[config.mk]
export PLATFORM = sky130hd
export DESIGN_NAME = piso_serializer
export DESIGN_NICKNAME = d
export VERILOG_FILES = /design/src/rtl/piso_serializer.sv
export SDC_FILE = /design/constraint.sdc
export NUM_CORES = 1
export LEC_CHECK = 0
export BUFFER_PORTS_ARGS = -buffer_cell sky130_fd_sc_hd__buf_2
export CELL_PAD_IN_SITES_DETAIL_PLACEMENT = 1
export CELL_PAD_IN_SITES_GLOBAL_PLACEMENT = 1
export CORE_MARGIN = 3
export CORE_UTILIZATION = 41
export CTS_CLUSTER_SIZE = 10
export DETAILED_ROUTE_END_ITERATION = 8
export GPL_TIMING_DRIVEN = 0
export PLACE_DENSITY = 0.78
export SYNTH_ARGS = -nofsm -noshare
export SYNTH_HDL_FRONTEND = slang
export SYNTH_SLANG_ARGS = --single-unit
[constraint.sdc]
create_clock -name clk -period 1.59 [get_ports clk]
set_clock_uncertainty 0.05 [all_clocks]
set_input_delay 0.318 -clock clk [delete_from_list [all_inputs] [get_ports clk]]
set_output_delay 0.318 -clock clk [all_outputs]
set_load 0.1 [all_outputs]
[src/rtl/piso_serializer.sv]
`default_nettype none
// ============================================================================
// Module      : piso_serializer
// Description : Parallel-in / serial-out serializer. Accepts a WIDTH-bit word
//               on a valid/ready handshake and emits it LSB first, one bit per
//               clock, starting the cycle after accept. A new word may be
//               accepted in the final-bit cycle so frames run back-to-back
//               without an idle cycle.
// Build macro : PISO_SERIALIZER_PARITY_EN -- when defined, each frame carries
//               one extra trailing bit holding the even parity (XOR) of the
//               accepted word, and q_last marks that parity bit.
// Ports       : clk      - clock, all state updates on rising edge
//               rst_n    - asynchronous active-low reset
//               in_valid - upstream word available
//               in_data  - parallel word, sampled only on accept
//               in_ready - serializer can take a word this cycle
//               q        - serial data bit (0 when q_valid is 0)
//               q_valid  - q carries a frame bit this cycle
//               q_last   - q carries the final bit of the frame
// Revision    : 1.0 - initial release
// ============================================================================
module piso_serializer #(
  parameter int WIDTH = 8
) (
  input  logic             clk,
  input  logic             rst_n,
  input  logic             in_valid,
  input  logic [WIDTH-1:0] in_data,
  output logic             in_ready,
  output logic             q,
  output logic             q_valid,
  output logic             q_last
);

`ifdef PISO_SERIALIZER_PARITY_EN
  localparam int FRAME_LEN = WIDTH + 1;
`else
  localparam int FRAME_LEN = WIDTH;
`endif

  // Sized to hold WIDTH+1 so the parity index fits without wrapping.
  localparam int              CNT_W    = $clog2(WIDTH + 2);
  localparam logic [CNT_W-1:0] LAST_IDX = CNT_W'(FRAME_LEN - 1);
`ifdef PISO_SERIALIZER_PARITY_EN
  localparam logic [CNT_W-1:0] PAR_IDX  = CNT_W'(WIDTH);
`endif

  typedef enum logic [0:0] {
    IDLE  = 1'b0,
    SHIFT = 1'b1
  } state_t;

  state_t             state_q, state_d;
  logic [WIDTH-1:0]   shreg_q, shreg_d;
  logic [CNT_W-1:0]   cnt_q,   cnt_d;
`ifdef PISO_SERIALIZER_PARITY_EN
  logic               parity_q, parity_d;
`endif

  logic               w_last;
  logic               w_accept;

  // --------------------------------------------------------------------------
  // State registers
  // --------------------------------------------------------------------------
  always_ff @(posedge clk or negedge rst_n) begin
    if (!rst_n) begin
      state_q  <= IDLE;
      shreg_q  <= '0;
      cnt_q    <= '0;
`ifdef PISO_SERIALIZER_PARITY_EN
      parity_q <= 1'b0;
`endif
    end else begin
      state_q  <= state_d;
      shreg_q  <= shreg_d;
      cnt_q    <= cnt_d;
`ifdef PISO_SERIALIZER_PARITY_EN
      parity_q <= parity_d;
`endif
    end
  end

  // --------------------------------------------------------------------------
  // Outputs. All are decoded from registered state so the asynchronous reset
  // drives them low immediately. in_ready is additionally gated by rst_n:
  // the reset state is IDLE, which would otherwise advertise ready while
  // reset is still asserted.
  // --------------------------------------------------------------------------
  always_comb begin
    q_valid  = (state_q == SHIFT);
    w_last   = q_valid && (cnt_q == LAST_IDX);
    q_last   = w_last;
    in_ready = rst_n && ((state_q == IDLE) || w_last);
    w_accept = in_valid && in_ready;
`ifdef PISO_SERIALIZER_PARITY_EN
    if (cnt_q == PAR_IDX) begin
      q = q_valid && parity_q;
    end else begin
      q = q_valid && shreg_q[0];
    end
`else
    q = q_valid && shreg_q[0];
`endif
  end

  // --------------------------------------------------------------------------
  // Next-state logic
  // --------------------------------------------------------------------------
  always_comb begin
    state_d  = state_q;
    shreg_d  = shreg_q;
    cnt_d    = cnt_q;
`ifdef PISO_SERIALIZER_PARITY_EN
    parity_d = parity_q;
`endif

    if (w_accept) begin
      // Covers both a fresh start from IDLE and a back-to-back reload in
      // the final-bit cycle.
      state_d  = SHIFT;
      shreg_d  = in_data;
      cnt_d    = '0;
`ifdef PISO_SERIALIZER_PARITY_EN
      parity_d = ^in_data;
`endif
    end else if (state_q == SHIFT) begin
      if (w_last) begin
        state_d = IDLE;
        cnt_d   = '0;
      end else begin
        // The word drains through bit 0; once the data bits are exhausted
        // the parity bit (if built) is selected by the counter instead.
        shreg_d = shreg_q >> 1;
        cnt_d   = cnt_q + CNT_W'(1);
      end
    end
  end

endmodule
`default_nettype wire

* Word-level counts from Yosys, hierarchy flattened
Index checks and enable logic that the tools add are counted.
** Storage, ports and cells
- Register bits after elaboration :: 13
- Bits in latches :: 0
- Memory bits (writable) :: 0
- Bits in read-only memories :: 0
- Input bits :: 11
- Output and inout port bits :: 4
- Word-level logic and storage cells :: 23
- Memories kept :: 0
** Cells by class
- Add/sub/neg operators :: 1
- Multiply operators :: 0
- Divide/modulo/power cells :: 0
- Magnitude comparators :: 0
- Equal/unequal tests :: 2
- Shift operators :: 0
- Multiplexer cells :: 9
- Bitwise gates (word level) :: 1
- Reduce and logical (&&, ||, !) cells :: 7
** Operators with widths (count)
- $mux 8 :: 3
- $mux 4 :: 3
- $add 4x1->4 const B :: 1
- $eq 4x3->1 const B :: 1
- $logic_and 1x1->1 :: 4
- $mux 1 :: 3
- $ne 2x1->1 const B :: 1
- $reduce_and 2->1 :: 1
- $reduce_bool 2->1 :: 1
- $logic_or 1x1->1 :: 1
- $not 1->1 :: 1

* Logic depth before layout (Yosys ltp)
- Depth after elaboration :: 7
- Depth in mapped cells :: 5
- Gate-level depth less buffers :: 4

* Worst setup path before layout
Ideal clock, no wire load.
- Kind :: register to output
- Start :: register state_q, in the netlist q_valid
- End :: output q_last
- Data arrival time :: 3.457 ns
- Data required time :: 1.222 ns
- Setup slack :: -2.235 ns
- Stages on the path, launching flop included :: 3
- Buffers on the path :: 1
- Cells stage by stage :: dfrtp_1 > buf_2 > nor3b_1
** Between the ends
- Cells in the longest elaborated chain, start to end :: 1
** Ends and longest elaborated chain
- start: declaration :: line 53 : state_t state_q, state_d;
- start signal: assignment :: line 75 : state_q <= state_d;
- $logic_and 1x1->1 :: line 92 : w_last = q_valid && (cnt_q == LAST_IDX);
- end: declaration :: line 32 : output logic q_last
Every way passes these cells.

* Worst setup path in the final report
- Start :: register cnt_q[0]
- End :: output in_ready
** Between the ends
- Cells in the longest elaborated chain, start to end :: 4
** Ends and longest elaborated chain
- start: declaration :: line 55 : logic [CNT_W-1:0] cnt_q, cnt_d;
- start signal: assignment :: line 77 : cnt_q <= cnt_d;
- $eq 4x3->1 :: line 92
- $logic_and 1x1->1 :: line 92
- $logic_or 1x1->1 :: line 94 : in_ready = rst_n && ((state_q == IDLE) || w_last);
- $logic_and 1x1->1 :: line 94
- end: declaration :: line 29 : output logic in_ready,
Every way passes these cells.

==> metrics.csv <==
stage;metric;value;unit
route;average detailed-routed wire length per instance;17.4;µm
route;met2 WL post-DR;945;µm
power_and_ir_drop;standby leakage power;0.501;nW
floorplan;I/O pin total;15;
critical_path;data arrival time of the critical path;1490;ps
route;Vias/cell;5.31;
cts;Root Driver;sky130_fd_sc_hd__clkbuf_4;
power_and_ir_drop;Pwr per Cell Area;2160;nW/µm²
sta;worst hold margin;250;ps
critical_path;Required @ worst endpoint;1220;ps
cts;Inserted Clock Buffers;3;
logic_synthesis;number of standard cells after synthesis;54;
logic_synthesis;sequential share of the synthesized area;46.6;%
floorplan;Placeable Area;1560;µm²
route;DR WL met3;79;µm
global_routing;number of antenna violations at the first check in global routing;0;
sta;Final Cycle Share;117;%
floorplan;row count;14;
floorplan;Horiz. Die Dim;47.3;µm
route;detailed-routing iteration count for the pre-antenna-repair pass;1;
logic_synthesis;area of the mapped netlist;698;µm²
floorplan;overall die area;2230;µm²
route;total DRC errors in the routed layout;0;
route;uppermost signal routing layer after detailed routing;met4;
cts;count of H-tree levels built during CTS;1;
global_routing;maximum number of pins on one net before global-route repair;14;
logic_synthesis;Yosys reg bits;13;
sta;unrepaired setup endpoints after global routing;yes;
min_path;path class of the lowest-slack min-delay path;input port to flip-flop;
sta;Worst-Margin Slew;616;ps
floorplan;effective utilization at floorplan;44.8;%
placed_design;dpl hpwl;1010;µm
logic_synthesis;top-count cell post-synth;sky130_fd_sc_hd__dfrtp_1;
min_path;launch point of the worst hold path;in_valid;
logic_synthesis;total nets after synthesis;66;
final_layout;antenna cells;0;
cts;clock latency at the later pin of the worst-skew pair;280;ps
global_routing;via count of the first global-routing pass;531;
logic_synthesis;number of enable flip-flop cells after synthesis;0;
global_routing;total global routing track utilization;18.0;%
power_and_ir_drop;worst vdd rail ir drop;1010;µV
placed_design;count of input and output buffers;14;
cts;Max Root-Sink Buffers;2;
logic_synthesis;count of different cell masters after synthesis;22;
cts;number of sinks handled by clock tree synthesis;13;
status;violated checks;setup timing;
route;detailed-route wire length;1740;µm
sta;max-slew violation total from the final report;0;
critical_path;type of element launching the critical path;flip-flop;
logic_synthesis;synthesized area divided by synthesized cell count;12.9;µm²
placed_design;gp weighted congestion;0.750;
critical_path;startpoint of the worst-slack reg-to-reg timing path;cnt_q[0]$_DFFE_PN0P_;
logic_synthesis;Yosys warning count;0;
final_layout;net total in the final layout;97;
sta;Hold Violations, Final;0;
sta;fmax;538;MHz
critical_path;critical path endpoint category;primary output;
sta;Setup-failing EPs final;2;
critical_path;Worst R2R End;shreg_q[2]$_DFFE_PN0P_;
logic_synthesis;Most used DFF post-synth;sky130_fd_sc_hd__dfrtp_1;
logic_synthesis;cell type contributing the most total cell area after synthesis;sky130_fd_sc_hd__dfrtp_1;
cts;Reg clk slew, reported paths;90;ps
final_layout;final cell count without fillers;100;
power_and_ir_drop;overall power;2.18;mW
sta;worst slew margin relative to its limit;58.8;%
final_layout;final design utilization;64.7;%
logic_synthesis;cell types with the largest area share after synthesis;sky130_fd_sc_hd__dfrtp_1 47%, sky130_fd_sc_hd__mux2_4 22%, sky130_fd_sc_hd__mux2_2 6.5%;
placed_design;# placed instances;84;
critical_path;category of the critical setup timing path;flip-flop to primary output;
critical_path;top fanout value on the critical path;2;
route;DRT met1 WL;701;µm
global_routing;global-route wire length before repair;2550;µm
logic_synthesis;fraction of synthesized cell area taken by the top area cell type;46.6;%
min_path;endpoint of the worst hold path;cnt_q[1]$_DFFE_PN0P_;
sta;post-layout min period;1860;ps
critical_path;r2r setup slk;10;ps
min_path;Hold Path Depth;2;
route;remaining antenna violation count;0;
cts;CTS tree;yes;
status;outcome;finished with violations;
logic_synthesis;async set-reset flop share out of synthesis;100;%
logic_synthesis;top post-synthesis cells by count;13 x sky130_fd_sc_hd__dfrtp_1, 10 x sky130_fd_sc_hd__mux2_4, 6 x sky130_fd_sc_hd__nand2_1, 4 x sky130_fd_sc_hd__mux2_2, 3 x sky130_fd_sc_hd__nand3_1;
final_layout;fraction of final layout cells sized beyond drive strength 1;63.1;%
flow_run;max cap viols;0;
critical_path;worst r2r path cells;6;
floorplan;Die Y-Extent;47.3;µm
global_routing;grt ovf;0;
final_layout;area delta synth->final;44.4;%
route;initial detailed-routing violation count;0;
sta;Worst Setup Slack, final;-268;ps
route;vias;531;
-- critical path, stage by stage (launching register included) --
cell and delay (ps):
sky130_fd_sc_hd__dfrtp_1 410, sky130_fd_sc_hd__ha_4 170, sky130_fd_sc_hd__nand2_4 60, sky130_fd_sc_hd__o21ai_4 150
sky130_fd_sc_hd__buf_6 120, sky130_fd_sc_hd__and2_4 130, sky130_fd_sc_hd__buf_12 160
-- worst max path at each step --
| stage | startpoint | end | slack [ps] |
|---|---|---|---|
| global route | cnt_q[0]$_DFFE_PN0P_ | in_ready | -330 |
| finish | cnt_q[0]$_DFFE_PN0P_ | in_ready | -270 |
| floorplan | q_valid$_DFF_PN0_ | q_last | -400 |
| CTS | cnt_q[1]$_DFFE_PN0P_ | in_ready | -280 |
| global placement | cnt_q[0]$_DFFE_PN0P_ | in_ready | -470 |
| detailed placement | cnt_q[0]$_DFFE_PN0P_ | in_ready | -500 |
-- area by class of cell --
cell class,count,area [µm²]
tap,16,20.0
sequential,13,329
clock buffer,4,26.3
buffer,3,33.8
multi-input combinational,38,392
timing repair buffer,26,208
fill,162,551
-- through the flow --
stage	setup TNS (ps)	worst slack [ps]	instance area (µm²)
floorplan	-563	-399	726
global placement	-1110	-467	816
detailed placement	-1220	-497	816
CTS	-535	-283	986
global route	-870	-334	1010
finish	-534	-268	1010
-- cells by family (layout without fill, tap and decap cells) --
logic type / count (synthesis) / count (layout) / share of synthesized area [%]
AOI/OAI and AO/OA: 6 / 6 / 5.74
xor gates and xnor gates: 1 / 1 / 1.25
adders and majority gates: 1 / 1 / 1.79
buffers and inverters: 3 / 33 / 3.40
DFF: 13 / 13 / 46.6
muxes: 15 / 15 / 29.4
and+or+nand+nor: 15 / 15 / 11.8
-- power breakdown --
group	switching [mW]	total, mW	internal (mW)
Combinational	0.685	1.39	0.706
Clock	0.111	0.209	0.0973
Sequential	0.119	0.582	0.463
Total	0.916	2.18	1.27
-- sequential cells by signal, summed over array words and instances, names as in the netlist --
| name | cells |
|---|---|
| cnt_q | 4 |
| q_valid | 1 |
| shreg_q | 8 |
-- per-layer routing --
metal / global-route usage, % / up-vias
met5: 0 / -
met4: 4.97 / 0
met3: 8.05 / 2
met2: 31.0 / 13
met1: 19.9 / 265
li1: - / 251
-- layout by cell type (no fill, tap or decap), drive strengths merged --
master,n
xor2,1
a31oi,1
o211ai,1
a21boi,1
clkbuf,4
mux2i,1
nand2,7
buf,28
nand3b,1
o21ai,3
nand3,3
nor3b,1
mux2,14
dlygate4sd3,1
dfrtp,13
ha,1
or4b,1
and2,2
-- repair_timing --
item                                    in CTS  in global routing
endpoints found under the setup margin       8                  7
resized for setup                           18                  0
endpoints found under the hold margin       13                  0
buffers inserted                             8                  4
hold buffers                                 1                  0
pin swaps                                    3                  3
No activity file was read; power rests on OpenSTA's default activity.
